## src/rtl/mem_arbiter.sv

```systemverilog
// Round-robin arbiter that shares one data-memory port between two masters.
// It also decodes addresses and runs a watchdog, so a bad address or a dead memory returns an error response.
module mem_arbiter #(
    parameter int MEM_BYTES      = 1024,
    parameter int TIMEOUT_CYCLES = 16
) (
    input  logic        clk,
    input  logic        reset,
    input  logic        m0_ready,
    input  logic [31:0] m0_addr,
    input  logic [31:0] m0_wdata,
    input  logic [3:0]  m0_wstrb,
    output logic        m0_valid,
    output logic [31:0] m0_rdata,
    output logic        m0_err,
    input  logic        m1_ready,
    input  logic [31:0] m1_addr,
    input  logic [31:0] m1_wdata,
    input  logic [3:0]  m1_wstrb,
    output logic        m1_valid,
    output logic [31:0] m1_rdata,
    output logic        m1_err,
    output logic        mem_ready,
    output logic [31:0] mem_addr,
    output logic [31:0] mem_wdata,
    output logic [3:0]  mem_wstrb,
    input  logic        mem_valid,
    input  logic [31:0] mem_rdata,
    output logic        owner
);

    localparam int          TW        = (TIMEOUT_CYCLES > 2) ? $clog2(TIMEOUT_CYCLES) : 1;
    localparam logic [31:0] MEM_LIMIT = 32'(MEM_BYTES);
    localparam logic [TW-1:0] TIMER_LAST = TW'(TIMEOUT_CYCLES - 1);

    typedef enum logic [1:0] {
        IDLE = 2'd0,
        BUSY = 2'd1,
        ERR  = 2'd2
    } state_t;

    state_t          state_r;
    state_t          next_state_s;
    logic [TW-1:0]   timer_r;
    logic            any_req_s;
    logic            winner_s;
    logic            addr_ok_s;
    logic            timeout_s;
    logic [31:0]     win_addr_s;
    logic [31:0]     win_wdata_s;
    logic [3:0]      win_wstrb_s;
    logic            resp_valid_s;
    logic            resp_err_s;
    logic [31:0]     resp_rdata_s;

    // Arbitration: on a tie the master that was not granted last wins.
    always_comb begin
        any_req_s = m0_ready | m1_ready;
        if (m0_ready && m1_ready) begin
            winner_s = ~owner;
        end else if (m1_ready) begin
            winner_s = 1'b1;
        end else begin
            winner_s = 1'b0;
        end
        if (winner_s) begin
            win_addr_s  = m1_addr;
            win_wdata_s = m1_wdata;
            win_wstrb_s = m1_wstrb;
        end else begin
            win_addr_s  = m0_addr;
            win_wdata_s = m0_wdata;
            win_wstrb_s = m0_wstrb;
        end
        addr_ok_s = (win_addr_s < MEM_LIMIT);
        timeout_s = (timer_r == TIMER_LAST);
    end

    // State register plus the latched memory request, owner and watchdog timer.
    always_ff @(posedge clk) begin
        if (!reset) begin
            state_r   <= IDLE;
            owner     <= 1'b1;
            mem_ready <= 1'b0;
            mem_addr  <= 32'd0;
            mem_wdata <= 32'd0;
            mem_wstrb <= 4'd0;
            timer_r   <= '0;
        end else begin
            state_r <= next_state_s;
            case (state_r)
                IDLE: begin
                    if (any_req_s) begin
                        owner     <= winner_s;
                        mem_addr  <= win_addr_s;
                        mem_wdata <= win_wdata_s;
                        mem_wstrb <= win_wstrb_s;
                        mem_ready <= addr_ok_s;
                        timer_r   <= '0;
                    end
                end
                BUSY: begin
                    // A response in the timeout cycle still counts as a normal completion.
                    if (mem_valid || timeout_s) begin
                        mem_ready <= 1'b0;
                    end else begin
                        timer_r <= timer_r + TW'(1);
                    end
                end
                ERR:     mem_ready <= 1'b0;
                default: mem_ready <= 1'b0;
            endcase
        end
    end

    // Next-state decision.
    always_comb begin
        next_state_s = state_r;
        case (state_r)
            IDLE: begin
                if (any_req_s) begin
                    next_state_s = addr_ok_s ? BUSY : ERR;
                end else begin
                    next_state_s = IDLE;
                end
            end
            BUSY: begin
                if (mem_valid) begin
                    next_state_s = IDLE;
                end else if (timeout_s) begin
                    next_state_s = ERR;
                end else begin
                    next_state_s = BUSY;
                end
            end
            ERR:     next_state_s = IDLE;
            default: next_state_s = IDLE;
        endcase
    end

    // Response steering; mem_valid outside BUSY is ignored.
    always_comb begin
        resp_valid_s = 1'b0;
        resp_err_s   = 1'b0;
        resp_rdata_s = 32'd0;
        case (state_r)
            BUSY: begin
                if (mem_valid) begin
                    resp_valid_s = 1'b1;
                    resp_rdata_s = mem_rdata;
                end else begin
                    resp_valid_s = 1'b0;
                end
            end
            ERR: begin
                resp_valid_s = 1'b1;
                resp_err_s   = 1'b1;
            end
            default: resp_valid_s = 1'b0;
        endcase
        m0_valid = resp_valid_s & ~owner;
        m0_err   = resp_err_s & ~owner;
        m0_rdata = owner ? 32'd0 : resp_rdata_s;
        m1_valid = resp_valid_s & owner;
        m1_err   = resp_err_s & owner;
        m1_rdata = owner ? resp_rdata_s : 32'd0;
    end

endmodule

```

## config.mk

```make
export PLATFORM = sky130hd
export DESIGN_NAME = mem_arbiter
export DESIGN_NICKNAME = d
export VERILOG_FILES = /design/src/rtl/mem_arbiter.sv
export SDC_FILE = /design/constraint.sdc
export NUM_CORES = 1
export LEC_CHECK = 0
export ABC_AREA = 0
export BUFFER_PORTS_ARGS = -buffer_cell sky130_fd_sc_hd__buf_2
export CORE_AREA = 2 2 121 123
export DETAILED_ROUTE_END_ITERATION = 8
export DIE_AREA = 0 0 123 125
export SLEW_MARGIN = 20
export SYNTH_ARGS = -nofsm -noshare
export SYNTH_HDL_FRONTEND = slang
export SYNTH_SLANG_ARGS = --single-unit
```

## constraint.sdc

```tcl
create_clock -name clk -period 2.8 [get_ports clk]
set_input_delay 0 -clock clk [delete_from_list [all_inputs] [get_ports clk]]
set_output_delay 0 -clock clk [all_outputs]
set_load 0.01 [all_outputs]
```

After elaboration in Yosys (flattened, before gate mapping). Index checks and enable logic that the tools add are counted.

Flip-flop bits (word level): 76. Output and inout bits: 138. Word-level logic and storage cells: 51.

Add/sub/neg operators: 1. $lt $le $gt $ge: 1. Equality and inequality tests: 6. Muxes and demuxes: 23. Bitwise logic cells: 6. Reduce and logical (&&, ||, !) cells: 7.

Operators by type and width (count): 2-to-1 mux 32 bit (6); < comparator 32 x 11 -> 1 bit, second input constant (1); 2-to-1 mux 4 bit (3); 2-to-1 mux 2 bit (4); case mux 4 bit (2 select lines) (1); 2-to-1 mux 1 bit (6); inequality test 2 bit, second input constant (3); adder 4 x 1 -> 4 bit, second input constant (1); bitwise AND 1 bit (4); equality test 4 bit, second input constant (1); case mux 1 bit (2 select lines) (2); case mux 2 bit (2 select lines) (1); AND reduction 2 bit (2); AND reduction 3 bit (1); equality test 2 x 1 -> 1 bit, second input constant (1); equality test 2 bit, second input constant (1); zero test 2 bit (1); nonzero test 2 bit (1); logical AND 1 bit (1); logical OR 1 bit (1); inverter 1 bit (1); bitwise OR 1 bit (1).

Depth between registers and ports, before layout.
Depth in word-level cells: 7. Depth in mapped cells: 7. Mapped depth without buffers: 6.

Worst setup path after synthesis. OpenSTA, ideal clock, no wires.

Kind: reg-to-reg. Start: reg state_r[0]. End: reg timer_r[1]. Library setup time: 0.064 ns. Arrival time: 1.539 ns. Data required time: 2.736 ns. Setup slack: 1.197 ns. Stages on the path, launching flop included: 7. Cell sequence: dfxtp_1 > inv_1 > ha_1 > or3b_1 > o2111ai_1 > mux2_2 > nor2_1.

Word-level cells in the longest chain between the ends: 3.

RTL lines: start, declared (line 42) `state_t state_r;`; start signal, assigned (line 90) `state_r <= next_state_s;`; equality test 2 x 1 -> 1 bit or zero test 2 bit (tied branches) (line 91) `case (state_r)`; inequality test 2 bit (no source line) or nonzero test 2 bit (tied branches); AND reduction 3 bit (no source line); end signal, assigned (line 107) `timer_r <= timer_r + TW'(1);`; end, declared (line 44) `logic [TW-1:0] timer_r;`.

Several ways; a longest one is shown, not always the timed one. A chain may end at the register's enable or synchronous reset.

Final worst setup path.
Start: reg owner. End: reg mem_wdata[4].

Word-level cells in the longest chain between the ends: 3.

RTL lines: start, declared (line 29) `output logic owner`; start signal, assigned (line 94) `owner <= winner_s;`; inverter 1 bit (line 60) `winner_s = ~owner;`; 2-to-1 mux 1 bit (line 59) `if (m0_ready && m1_ready) begin`; 2-to-1 mux 32 bit (line 66) `if (winner_s) begin`; end signal, assigned (line 96) `mem_wdata <= win_wdata_s;`; end, declared (line 25) `output logic [31:0] mem_wdata,`.

Every way passes these cells.

==> run metrics <==
first-pass GRT wire length=21100 um; mux cell area share after synthesis=17.5%; vias in the first global route=4045; cts repair resizes=0; # diodes=0; Chip Width=roughly 120 um; Clock Skews=0.00421 ns; Syn Nets=626; Post-synth EDFFs=0; Total Wirelength=between 10000 and 15000 um; die span in y=125 um; Placed Cells incl. Taps=about 920; WP data arrival=2.65 ns; # hold bufs at CTS=23; Max Slew Vio Count=0; crit-path max FO=26; Worst Setup End Kind=register; Yosys cell types=34; Setup CP Type=reg -> reg; adder-cell share of the synthesized area=1.27%; post-synthesis compound-gate area fraction=15.6%; Worst Tran Pin Value=0.864 ns; starting DRC count in detailed routing=128; clock root cell=clkbuf_16; Skew-Pair Late Insertion Delay=0.33 ns; starting density of the core=27.9%; CTS Sinks=76; max_cap viols=0; fin cells=954; post-synth top area share=between 30% and 40%; hpwl dp=10500 um; fin crit share=88.5%; largest family of logic cells by synthesized area=simple AND/OR/NAND/NOR gates; cell area after synthesis=3960 sq um; largest net degree at the start of global routing=between 50 and 60; CTS tree=yes; Hold Crit Class=in -> reg; setup TNS=0 ns; CP Data Required Time=a little under 3 ns; Max-slew headroom=42.2%; unrepaired setup endpoints after global routing=false; Pleak=3.17 nW; Period minus WS final=2.48 ns; Post-Synthesis Cells=between 400 and 500; critical path's slowest cell=a21boi_4; Via Count=roughly 4400; Port Buf Inserts=310; top post-synthesis cells by area=dfxtp_1 (38%), mux2i_1 (17%), a211oi_1 (13%); Post-layout nets=942; reg-to-reg slack, setup=0.32 ns; share of cells above drive strength 1=about 44%; Final Hold Fails=0; CP delay by family, top=buffers and inverters; Power per Cell Area=497 nW/um^2; gr ovfl total=0; Filler cells=1469; Pre-antenna DRT Iters=4; outcome=completed; post-synthesis simple-gate area fraction=22.1%; CTS clock-pin slew for the worst setup and hold paths=0.06 ns; die area=about 15000 sq um; area grow syn2layout=57.4%; Final Wtd Congestion=0.736; Rows=44; Cell Chain, Critical Path=a21boi_4, buf_12, mux2i_1, dlygate4sd3_1, a211oi_1; yosys warns=0; Synth area leader=dfxtp_1; Total GRT Usage=17.3%; Async SR Flop Fraction=0%; # DRC=0; average size of a mapped cell=8.81 sq um; initial antenna violation count=0; final setup vio count=0; Sequential Area=1520 sq um; multi-input logic area=2260 sq um; total CTS buffers=9; Max Freq=404 MHz; ANT nets after route=0; slowest stage delay, CP=0.73 ns; clk buf depth=2; H-tree levels=3; ys flop type=dfxtp_1; CP Buf/Inv Count=2; Synth Area in XOR/XNOR=0.221%; postcts setup bufs=0; Yosys reg bits=76; sequential cell area fraction in the yosys report=38.5%; I/O Pins=311; VDD IR max=about 240 uV; routed len/inst=14.6 um; CP Launch Type=register; Core ar.=14200 sq um; vias per cell=around 4.6
## worst register-to-register path, delay by kind of cell (launching register included)
family,cells,cell delay (ns)
AO/OA/AOI/OAI,2,0.80
buffers and inverters,2,0.88
flip-flops,1,0.40
multiplexers,1,0.24
## flip-flops by register name (all words and copies together) (netlist names)
signal and cells:
state_r 2, timer_r 4, mem_wstrb 4, mem_addr 32, mem_ready 1, owner 1, mem_wdata 32
## worst paths after layout
kind	to	cells past startpoint	start
max	mem_wdata[4]	5	owner
min	mem_addr[2]	3	m0_addr[2]
max reg2reg	mem_wdata[4]	5	owner
min reg2reg	mem_addr[26]	2	mem_addr[26]
## power by group
part           switching (W)  internal [W]  total (W)  leakage [nW]
Clock               0.000449      0.000736    0.00119         0.149
Sequential         0.0000516       0.00119    0.00124         0.631
Combinational       0.000347      0.000325   0.000673          2.39
## Yosys cell counts, drive strengths merged (2+ instances only)
master / number
a21oi: 4
nor2: 76
nand4: 3
nor2b: 2
and2: 65
clkbuf: 19
nand2: 7
ha: 4
nand3: 3
o32ai: 2
dfxtp: 76
inv: 5
o21ai: 6
nor4: 10
a211oi: 68
mux2i: 68
buf: 17
or3: 2
## cells in the final DEF (no fill, tap or decap), drive strengths merged, types with 2 or more instances in the layout
| master | netlist | final |
|---|---|---|
| a211oi | 68 | 68 |
| a21oi | 4 | 4 |
| ha | 4 | 4 |
| o32ai | 2 | 2 |
| mux2i | 68 | 68 |
| nand2 | 7 | 7 |
| nor2 | 76 | 76 |
| nor4 | 10 | 10 |
| dlygate4sd3 | 0 | 23 |
| or3 | 2 | 2 |
| nand4 | 3 | 3 |
| dfxtp | 76 | 76 |
| o21ai | 6 | 6 |
| clkbuf | 19 | 12 |
| buf | 17 | 318 |
| inv | 5 | 5 |
| clkinv | 0 | 2 |
| and2 | 65 | 65 |
| nand3 | 3 | 3 |
| nor2b | 2 | 2 |
## metal layers
metal | track usage [%] | part of all wire [%] | vias up
met5 | 0 | 0 | -
met3 | 4.56 | 7.3 | 14
li1 | - | - | 2230
met4 | 5.08 | 1.4 | 0
met1 | 22.4 | 44 | 1957
met2 | 28.3 | 47 | 158
## through the flow
step                total power (W)  utilization [%]  setup slack (ns)  area (sq um)  hold slack, ns
floorplan                   0.00160                -              1.20          3960          0.0762
global placement            0.00191             40.1             0.886          5690           0.261
detailed placement          0.00191             40.1             0.846          5690           0.250
CTS                         0.00315             43.9             0.365          6230        0.000423
global route                0.00326             43.9             0.197          6230         0.00608
finish                      0.00310             43.9             0.323          6230         0.00959
## logic make-up after synthesis
kind of cell               after synthesis
AOI/OAI and AO/OA                       85
xor gates and xnor gates                 1
adders and majority gates                4
buffers and inverters                   41
DFF                                     76
muxes                                   69
and+or+nand+nor                        173
## layout make-up
type                    count  share of cell area, %
repair buffers            341                   30.4
flip-flops and latches     76                   24.4
multi-input cells         332                   36.3
clock buffers              12                   4.12
inverters                   5                  0.301
well taps                 184                   3.70
clock inverters             4                  0.763
(Power assumes the default switching activity.)
